### config.mk
export PLATFORM = sky130hd
export DESIGN_NAME = seq_win_cnt
export DESIGN_NICKNAME = d
export VERILOG_FILES = /design/src/rtl/seq_win_cnt.sv
export SDC_FILE = /design/constraint.sdc
export NUM_CORES = 1
export LEC_CHECK = 0
export ABC_AREA = 1
export BUFFER_PORTS_ARGS = -buffer_cell sky130_fd_sc_hd__buf_2
export CAP_MARGIN = 5
export CORE_AREA = 4 4 41 43
export CTS_CLUSTER_SIZE = 14
export DETAILED_ROUTE_END_ITERATION = 10
export DIE_AREA = 0 0 45 47
export SETUP_SLACK_MARGIN = 0.05
export SLEW_MARGIN = 15
export SYNTH_ARGS = -nofsm -noshare
export SYNTH_HDL_FRONTEND = slang
export SYNTH_SLANG_ARGS = --single-unit
### constraint.sdc
create_clock -name clk_i -period 1.6 [get_ports clk_i]
set_input_delay 0.08 -clock clk_i [delete_from_list [all_inputs] [get_ports clk_i]]
set_output_delay 0.08 -clock clk_i [all_outputs]
set_load 0.05 [all_outputs]
### src/rtl/seq_win_cnt.sv
// Window sample counter; last_o flags that the current sample is WIN-1.
module seq_win_cnt #(
  parameter int unsigned WIN = 5
) (
  input  logic clk_i,
  input  logic rst_ni,
  input  logic clear_i,
  input  logic inc_i,
  output logic last_o
);

  localparam int unsigned CntW = $clog2(WIN + 1);

  if (WIN == 1) begin : g_no_cnt
    // Every sample is the last one, so there is nothing to count.
    logic unused_in;
    assign unused_in = ^{clk_i, rst_ni, clear_i, inc_i};
    assign last_o    = 1'b1;
  end else begin : g_cnt
    logic [CntW-1:0] cnt_d, cnt_q;

    always_comb begin
      cnt_d = cnt_q;
      if (clear_i) begin
        cnt_d = '0;
      end else if (inc_i) begin
        cnt_d = cnt_q + 1'b1;
      end
    end

    always_ff @(posedge clk_i or negedge rst_ni) begin
      if (!rst_ni) begin
        cnt_q <= '0;
      end else begin
        cnt_q <= cnt_d;
      end
    end

    // Counter sits at 0 while idle, so this also covers sample 0.
    assign last_o = (cnt_q == CntW'(WIN - 1));
  end

endmodule

==> summary.md, run 1 <==
| Metric | Value |
|---|---|
| Outcome | completed |
| DRC Markers | 0 |
| Port bufs | 4 |
| Global route overflow | 0 |
| Ys async rst share | 100% |
| CTS tree | built |
| Hold Fails Final Rpt | 0 |
| Core area | between 1000 and 1500 um2 |
| H-Tree Depth | 1 |
| First drt pass iteration count | 1 |
| Share of the synthesized area in the top cell type | 44.1% |
| Yosys synthesis warning count | 0 |
| Cts bufs inserted | 3 |
| Area contributors post-synth | dfrtp_1, ha_1, inv_1, nand3_1, o21ai_2 |
| Initial DRC Count | 0 |
| Clk Latency, worst-skew pair | 0.23 ns |
| Final wirelength | 312 um |
| Pin count of the biggest net entering global routing | 6 |
| RD Place Congestion | about 0.55 |
| Tmin final | 1.26 ns |
| Post-synth EDFFs | 0 |
| Comb power frac | 10.7% |
| Clock Pin Slew Worst Setup and Hold Paths | 0.04 ns |
| Startpoint Class | register |
| Biggest register | g_cnt.cnt_q |
| Tot GR Track Use | 4.51% |
| Vias in the first global route | 161 |
| Post-synth top cells | inv_1, dfrtp_1, nand3_1 |
| Sequential share of power | about a third |
| Worst Path Buf+Inv | 3 |
| Syn_nets | 26 |
| Slew of the pin with the lowest slew margin | 0.246 ns |
| Core Util, Final | a little under a fifth |
| Antenna Nets Post-Route | 0 |
| Worst path cell trace | inv_1, ha_1, nand2_1, inv_1, buf_2 |
| Cell taking the most area after synthesis | dfrtp_1 |
| DP Area | 209 um2 |
| Fraction of layout cells with a size suffix above 1 | 31.0% |
| Register area | between 70 and 80 um2 |
| Max-Slew Margin vs Limit | 83.7% |
| Clock skew | 0.00101 ns |
| Final period utilization | 78.9% |
| Root Driver | clkbuf_4 |
| Die H | around 47 um |
| Die area | around 2100 um2 |
| Final setup violation count | 0 |
| Placed Cells incl. Taps | 39 |
| Ports | 5 |
| Power per cell area | ~1000 nW/um2 |
| Setup crit end kind | output pin |
| Max-Cap Viols | 0 |
| DR vias | between 100 and 150 |
| Req. time, crit path | 1.52 ns |
| Starting Density | 13.1% |
| Die X | 45 um |
| Max reg flops | 3 |
| Main synth FF type | dfrtp_1 |
| Post-Layout Cell Count | 44 |
| First-pass GRT wire length | about 610 um |
| Post-synthesis cell count | 20 |
| WP data arrival | 1.18 ns |
| Count leader, synth | inv_1 |
| Tot Pwr | about 0.24 mW |
| Synthesis-to-finish area growth | 44.1% |
| Max incr delay on CP | 0.37 ns |
| Leak pwr | 0.134 nW |
| Sequential element share of the synthesized area | between 40 and 50% |
| Final Max Tran Viols | 0 |
| HPWL after DPL | ~250 um |
| P_int | between 0.15 and 0.2 mW |
| Syn_area_per_cell | about 8.5 um2 |
| Critical path's most frequent cell | inv_1 |
| Worst Hold Class | in2reg |
| Setup TNS | 0 ns |
| FILL cells | 161 |
| CTS Sinks | 3 |
| Ant. Diodes | 0 |
| Crit Path Category | reg2out |
| Synth Register Bits | 3 |
| Wire length per cell | 7.09 um |
| Area of the multi-input gates | 76.3 um2 |
| Maximum fanout along the worst path | 3 |
| CP delay by family, top | flip-flops |
| Antenna violations before repair | 0 |
| Finished Cell Area | 245 um2 |
| Netlist cell types | 10 |
| CTS resizes | 0 |
| Largest registers | g_cnt.cnt_q (3) |
| Mapped Area | ~170 um2 |
| RSZ-0062 raised after global routing | no |
| CTS Buffer Depth | 2 |
| Switching power | about 0.056 mW |
| Max Freq | between 700 and 800 MHz |
| Nets@finish | 36 |
| Clock Power Share | 54.8% |
| Switching share of power | 23.3% |
| DR vias/cell | 3.16 |
| Worst vdd ir | around 0.32 mV |
| Row count | 13 |
| Worst path slowest cell | dfrtp_1 |
## path summary, 6_finish.rpt
path | from | to | slack, ns | cells after the start
max in group asynchronous | rst_ni | g_cnt.cnt_q[1]$_DFFE_PN0P_ | 1.31 | 2
hold / removal | clear_i | g_cnt.cnt_q[2]$_DFFE_PN0P_ | 0.13 | 4
min in group asynchronous | rst_ni | g_cnt.cnt_q[2]$_DFFE_PN0P_ | 0.18 | 2
setup reg to reg | g_cnt.cnt_q[0]$_DFFE_PN0P_ | g_cnt.cnt_q[1]$_DFFE_PN0P_ | 0.65 | 4
hold reg to reg | g_cnt.cnt_q[2]$_DFFE_PN0P_ | g_cnt.cnt_q[2]$_DFFE_PN0P_ | 0.56 | 2
setup / recovery | g_cnt.cnt_q[0]$_DFFE_PN0P_ | last_o | 0.34 | 5
## cell families (layout without fill, tap and decap cells)
| logic type | count (synthesis) | after routing | synth area share, % |
|---|---|---|---|
| AND/OR/NAND/NOR | 7 | 7 | 19.1 |
| adder cells (fa/ha/maj) | 2 | 2 | 14.7 |
| buffers and inverters | 5 | 14 | 11.0 |
| AO/OA/AOI/OAI | 3 | 3 | 11.0 |
| flip-flops | 3 | 3 | 44.1 |
## through the flow
step                setup slack, ns  hold WS, ns
floorplan                     0.593       -0.216
global placement              0.577       -0.123
detailed placement            0.573       -0.123
CTS                           0.315        0.124
global route                  0.254        0.170
finish                        0.338        0.134
## worst min-delay path, stage by stage
cell and delay [ns]:
buf_2 0.08, inv_1 0.07, nand2_1 0.07, nor2_1 0.04
## metal layers
layer,vias to the layer above,wire (um),track usage [%]
met3,0,43,4.60
met2,6,128,5.65
li1,80,-,-
met5,-,0,0
met4,0,0,1.75
met1,53,140,5.03
## layout by cell type (no fill, tap or decap)
cell and n:
nand2_2 1, dlygate4sd3_1 1, nand2_1 2, nand3_1 3, clkbuf_1 1, inv_1 5
nor2_1 1, dfrtp_1 3, a21oi_1 1, clkbuf_4 3, o21ai_1 1, buf_2 4
ha_1 2, o21ai_2 1
## power by group through the flow
stage	logic [mW]	registers [mW]	clock network, mW
finish	0.0259	0.0831	0.132
global route	0.0307	0.0838	0.149
CTS	0.0264	0.0832	0.143
detailed placement	0.0244	0.0841	0
global placement	0.0241	0.0840	0
floorplan	0.0160	0.0835	0
## layout make-up
type / instances / share of cell area (%)
Multi-Input combinational cell: 12 / 31.1
Tap cell: 15 / 7.65
Sequential cell: 3 / 30.6
Timing Repair Buffer: 5 / 12.2
Inverter: 5 / 7.65
Clock buffer: 4 / 10.7
## what timing repair did
action | in CTS | in global routing
hold buffers | 1 | 0
endpoints found under the hold margin | 3 | 0
buffers inserted | 0 | 0
Power figures use the tool's default switching activity.
==> run 2: changes to the inputs <==
--- a/config.mk
+++ b/config.mk
@@ -5,7 +5,7 @@
 export SDC_FILE = /design/constraint.sdc
 export NUM_CORES = 1
 export LEC_CHECK = 0
-export ABC_AREA = 1
+export ABC_AREA = 0
 export BUFFER_PORTS_ARGS = -buffer_cell sky130_fd_sc_hd__buf_2
 export CAP_MARGIN = 5
 export CORE_AREA = 4 4 41 43
==> constraint.sdc (replaced) <==
create_clock -name clk_i -period 1.1 [get_ports clk_i]
set_input_delay 0.055 -clock clk_i [delete_from_list [all_inputs] [get_ports clk_i]]
set_output_delay 0.055 -clock clk_i [all_outputs]
set_load 0.05 [all_outputs]
==> summary.md, run 2 <==
| Metric | Value |
|---|---|
| Core area | roughly 1300 um2 |
| Hold Fails Final Rpt | 0 |
| Cts bufs inserted | 3 |
| Clk Latency, worst-skew pair | between 0.2 and 0.25 ns |
| Ports | 5 |
| HPWL after DPL | about 210 um |
| Clock Pin Slew Worst Setup and Hold Paths | about 0.04 ns |
| Outcome | finished with violations |
| Req. time, crit path | roughly 1.0 ns |
| Synth Register Bits | 3 |
| RR Endpoint | g_cnt.cnt_q[2]$_DFFE_PN0P_ |
| Final setup violation count | 1 |
| Row count | 13 |
| Global route overflow | 0 |
| Reg-to-Reg Start | g_cnt.cnt_q[0]$_DFFE_PN0P_ |
| Switching power | about 0.084 mW |
| DR vias | roughly 140 |
| Met2 Use GR | 5.93% |
| Yosys synthesis warning count | 0 |
| Post-Layout Cell Count | 42 |
| Switching share of power | around 23% |
| CP delay by family, top | flip-flops |
| Netlist cell types | 10 |
| Tmin final | approximately 1.1 ns |
| CTS Sinks | 3 |
| RD Place Congestion | 0.571 |
| Sequential element share of the synthesized area | 46.2% |
| Worst path cell trace | inv_1, ha_1, and2_4, buf_6 |
| Main synth FF type | dfrtp_1 |
| DR vias/cell | 3.40 |
| Die area | 2120 um2 |
| WP data arrival | approximately 1.1 ns |
| Clock Power Share | between 50% and 60% |
| Worst r2r path cells | 4 |
| First-pass GRT wire length | 586 um |
| FF-to-FF setup slack | approximately 0.06 ns |
| Max-Cap Viols | 0 |
| Setup crit end kind | output pin |
| Wire length per cell | ~8.1 um |
| Area contributors post-synth | dfrtp_1, ha_1, a21bo_1, mux2i_1, xnor2_1 |
| Worst path slowest cell | dfrtp_1 |
| Max incr delay on CP | 0.34 ns |
| GR Util met3 | ~4.6% |
| Pin count of the biggest net entering global routing | 5 |
| Slew of the pin with the lowest slew margin | roughly 0.11 ns |
| Power per cell area | about 1300 nW/um2 |
| Share of the synthesized area in the top cell type | between 40% and 50% |
| Largest registers | g_cnt.cnt_q (3) |
| Die X | between 40 and 50 um |
| Initial DRC Count | 1 |
| Nets@finish | 34 |
| Max-Slew Margin vs Limit | 92.2% |
| Final wirelength | between 300 and 400 um |
| Die H | 47 um |
| Tot GR Track Use | about 4.5% |
| Fraction of layout cells with a size suffix above 1 | 44.4% |
| Maximum fanout along the worst path | 2 |
| Clock skew | about 0.0014 ns |
| Post-synth top cells | dfrtp_1, ha_1, inv_1, nor2_1 |
| Port bufs | 4 |
| Ant. Diodes | 0 |
| Grt peak-use layer | met2 |
| Max reg flops | 3 |
| Mapped Area | 163 um2 |
| Met1 usage | 3.42% |
| Antenna Nets Post-Route | 0 |
| Post-synthesis cell count | 15 |
| Startpoint Class | register |
| Cell taking the most area after synthesis | dfrtp_1 |
| Syn_area_per_cell | 10.8 um2 |
| Vias in the first global route | roughly 160 |
| First drt pass iteration count | 2 |
| Final Max Tran Viols | 0 |
| Placed Cells incl. Taps | 34 |
| Syn_nets | 21 |
| Root Driver | clkbuf_4 |
| Crit Path Category | reg2out |
| Worst vdd ir | just under 0.4 mV |
| Antenna violations before repair | 0 |
| Count leader, synth | dfrtp_1 |
| Starting Density | 12.5% |
| Leak pwr | between 0.1 and 0.15 nW |
| Violated checks | setup timing |
| Final period utilization | 102% |
| Ys async rst share | 100% |
| Sequential share of power | 33.2% |
| Comb power frac | around 16% |
| Max Freq | 890 MHz |
| CTS tree | built |
| Worst Hold Class | in2async |
| RSZ-0062 raised after global routing | yes |
| DRC Markers | 0 |
| CTS Buffer Depth | 2 |
| Post-synth EDFFs | 0 |
| Worst Path Buf+Inv | 2 |
| Final Worst Setup Slack | -0.0242 ns |
| Synthesis-to-finish area growth | 70.8% |
| Worst hold slack | between 0.15 and 0.2 ns |
| P_int | 0.286 mW |
| Biggest register | g_cnt.cnt_q |
| Most frequent cells in the layout | clkbuf_4, dfrtp_1, buf_2 |
| H-Tree Depth | 1 |
run 2: power by group through the flow:
stage          combinational (mW)  clock [mW]  sequential, mW
3_5_place_dp               0.0358           0           0.126
5_1_grt                    0.0649       0.210           0.124
6_report                   0.0573       0.190           0.123
3_3_place_gp               0.0364           0           0.126
4_1_cts                    0.0559       0.198           0.123
2_1_floorplan              0.0225           0           0.125
run 2: metal layers:
layer  wire length, um  part of all wire, %
met5                 0                    0
met4                 0                    0
met3                31                  9.1
met2               164                   48
met1               142                   42
run 2: cell type report:
type / count / area (um2)
Fill cell: 149 / 1020
Multi-Input combinational cell: 10 / 88.8
Sequential cell: 3 / 75.1
Timing Repair Buffer: 8 / 61.3
Clock buffer: 4 / 26.3
Tap cell: 15 / 18.8
Inverter: 2 / 7.51
run 2: kinds of logic (layout without fill, tap and decap cells):
family / after synthesis / after routing / share of synthesized area, %
simple gates: 4 / 4 / 13.1
mux: 1 / 1 / 6.15
buf+inv: 2 / 14 / 4.62
xor+xnor: 1 / 1 / 5.39
compound gates: 2 / 2 / 9.23
flops: 3 / 3 / 46.2
fa+ha+maj: 2 / 2 / 15.4
run 2: how the worst max path moves through the flow:
stage                          startpoint      to  cells past startpoint
2_1_floorplan  g_cnt.cnt_q[0]$_DFFE_PN0P_  last_o                      3
3_3_place_gp   g_cnt.cnt_q[0]$_DFFE_PN0P_  last_o                      4
3_5_place_dp   g_cnt.cnt_q[0]$_DFFE_PN0P_  last_o                      4
4_1_cts        g_cnt.cnt_q[0]$_DFFE_PN0P_  last_o                      4
5_1_grt        g_cnt.cnt_q[0]$_DFFE_PN0P_  last_o                      4
6_report       g_cnt.cnt_q[0]$_DFFE_PN0P_  last_o                      4
run 2: stage by stage:
| step | setup slack, ns | util (%) | instance area [um2] | total power, mW | TNS [ns] |
|---|---|---|---|---|---|
| final | -0.0242 | 21.3 | 278 | 0.370 | -0.0242 |
| after global routing | -0.0927 | 21.3 | 278 | 0.399 | -0.0927 |
| after CTS | -0.0313 | 20.9 | 272 | 0.377 | -0.0313 |
| after detailed placement | 0.100 | 15.5 | 201 | 0.162 | 0 |
| after global placement | 0.108 | 15.5 | 201 | 0.163 | 0 |
| after floorplan | 0.0647 | - | 163 | 0.148 | 0 |
run 2: repair_timing:
| action | 4_1_cts | 5_1_grt |
|---|---|---|
| endpoints found under the hold margin | 4 | 0 |
| buffers inserted | 2 | 0 |
| pin swaps | 1 | 1 |
| hold buffers | 2 | 0 |
| resized for setup | 3 | 2 |
| endpoints found under the setup margin | 1 | 2 |
run 2: worst register-to-register path, cell delays in order, from the launching register on:
cell     delay (ns)
dfrtp_1        0.37
buf_4          0.14
ha_2           0.18
a21bo_1        0.18
a21oi_2        0.11
==> run 3: changes to the inputs <==
--- a/config.mk
+++ b/config.mk
@@ -12,6 +12,7 @@
 export CTS_CLUSTER_SIZE = 14
 export DETAILED_ROUTE_END_ITERATION = 10
 export DIE_AREA = 0 0 45 47
+export PLACE_DENSITY = 0.33
 export SETUP_SLACK_MARGIN = 0.05
 export SLEW_MARGIN = 15
 export SYNTH_ARGS = -nofsm -noshare
==> constraint.sdc (replaced) <==
create_clock -name clk_i -period 1.1 [get_ports clk_i]
set_input_delay 0.055 -clock clk_i [delete_from_list [all_inputs] [get_ports clk_i]]
set_output_delay 0.055 -clock clk_i [all_outputs]
set_load 0.01 [all_outputs]
==> summary.md, run 3 (same netlist as run 2, synthesis figures left out) <==
| Metric | Value |
|---|---|
| Biggest register | g_cnt.cnt_q |
| Antenna Nets Post-Route | 0 |
| Crit Path Category | reg2out |
| Final Max Tran Viols | 0 |
| Synthesis-to-finish area growth | 60.8% |
| Starting Density | 12.5% |
| Setup TNS | 0 ns |
| Final wirelength | between 300 and 400 um |
| Vias in the first global route | ~160 |
| Setup WS pre-CTS | between 0.08 and 0.09 ns |
| Worst Path Buf+Inv | 2 |
| Global route overflow | 0 |
| CTS Sinks | 3 |
| Clk Latency, worst-skew pair | 0.23 ns |
| Die area | between 2000 and 2500 um2 |
| Worst path slowest cell | dfrtp_1 |
| Clock Pin Slew Worst Setup and Hold Paths | 0.04 ns |
| Worst path cell trace | inv_1, ha_2, and2_1, buf_2 |
| Worst hold slack | around 0.013 ns |
| Fraction of layout cells with a size suffix above 1 | between 40% and 50% |
| Core area | between 1000 and 1500 um2 |
| Tot GR Track Use | 4.12% |
| Row count | 13 |
| Slew of the pin with the lowest slew margin | between 0.1 and 0.15 ns |
| CTS Buffer Depth | 2 |
| Outcome | completed |
| Max incr delay on CP | between 0.3 and 0.4 ns |
| Startpoint Class | register |
| Max Freq | 920 MHz |
| Req. time, crit path | 1.04 ns |
| Nets@finish | 33 |
| Cts bufs inserted | 3 |
| Clock skew | just under 0.0002 ns |
| Root Driver | clkbuf_4 |
| Final Worst Setup Slack | around 0.013 ns |
| Max-Slew Margin vs Limit | around 92% |
| Antenna violations before repair | 0 |
| Largest registers | g_cnt.cnt_q (3) |
| DR vias | roughly 130 |
| Tmin final | between 1 and 1.5 ns |
| Setup crit end kind | output pin |
| Hold Fails Final Rpt | 0 |
| Port bufs | 4 |
| DR vias/cell | ~3.2 |
| RSZ-0062 raised after global routing | yes |
| Worst vdd ir | ~0.38 mV |
| CP delay by family, top | flip-flops |
| First-pass GRT wire length | roughly 570 um |
| Leak pwr | 0.125 nW |
| Maximum fanout along the worst path | 2 |
| Ports | 5 |
| Post-Layout Cell Count | 41 |
| Placed Cells incl. Taps | 34 |
| First drt pass iteration count | 2 |
| DRC Markers | 0 |
| Power per cell area | between 1000 and 1500 nW/um2 |
| Die X | 45 um |
| Final period utilization | between 90% and 100% |
| Ant. Diodes | 0 |
| WP data arrival | around 1.0 ns |
| RD Place Congestion | about 0.70 |
| CTS tree | built |
| Final setup violation count | 0 |
| H-Tree Depth | 1 |
| Most common cell after layout, fill and taps aside | buf_2 |
| Max reg flops | 3 |
| FILL cells | roughly 150 |
| Core Util, Final | 20.1% |
| Worst Hold Class | in2reg |
| Pin count of the biggest net entering global routing | 5 |
| Most frequent cells in the layout | buf_2, clkbuf_4, dfrtp_1 |
| Initial DRC Count | 2 |
| Wire length per cell | between 7 and 8 um |
| Max-Cap Viols | 0 |
| Die H | about 47 um |
==> run 3: final timing paths <==
kind,to,startpoint,cells after the start,slack [ns]
setup reg to reg,g_cnt.cnt_q[2]$_DFFE_PN0P_,g_cnt.cnt_q[0]$_DFFE_PN0P_,4,0.02
max in group asynchronous,g_cnt.cnt_q[1]$_DFFE_PN0P_,rst_ni,2,0.85
hold reg to reg,g_cnt.cnt_q[2]$_DFFE_PN0P_,g_cnt.cnt_q[2]$_DFFE_PN0P_,2,0.57
min in group asynchronous,g_cnt.cnt_q[2]$_DFFE_PN0P_,rst_ni,2,0.15
setup / recovery,last_o,g_cnt.cnt_q[0]$_DFFE_PN0P_,4,0.01
hold / removal,g_cnt.cnt_q[2]$_DFFE_PN0P_,clear_i,2,0.01
==> run 3: layout make-up <==
type                            instances  area, um2  share of cell area [%]
Clock buffer                            4       26.3                    10.0
Inverter                                2       7.51                    2.87
Multi-Input combinational cell         10       88.8                    34.0
Sequential cell                         3       75.1                    28.7
Tap cell                               15       18.8                    7.18
Timing Repair Buffer                    7       45.0                    17.2
==> run 3: timing repair <==
action / in CTS / in global routing
resized for setup: 2 / 1
hold buffers: 1 / 0
endpoints found under the setup margin: 1 / 2
endpoints found under the hold margin: 3 / 0
pin swaps: 3 / 2
buffers inserted: 2 / 0
==> run 3: power breakdown <==
part	leakage, nW	total [mW]	switching, mW	internal (mW)
Clock	0.0150	0.190	0.0538	0.136
Combinational	0.0692	0.0511	0.0224	0.0287
Sequential	0.0404	0.123	0.00438	0.119
Total	0.125	0.364	0.0807	0.283
==> run 3: metrics by stage <==
step                instance area [um2]  power [mW]
global route                        262       0.401
finish                              262       0.364
CTS                                 259       0.376
floorplan                           163       0.146
detailed placement                  201       0.160
global placement                    201       0.161
==> run 3: metal layers <==
metal	up-vias	track usage (%)	wire [um]
li1	70	-	-
met2	3	5.93	146
met1	60	3.43	136
met3	0	2.68	24
met4	0	5.26	0
met5	-	0	0
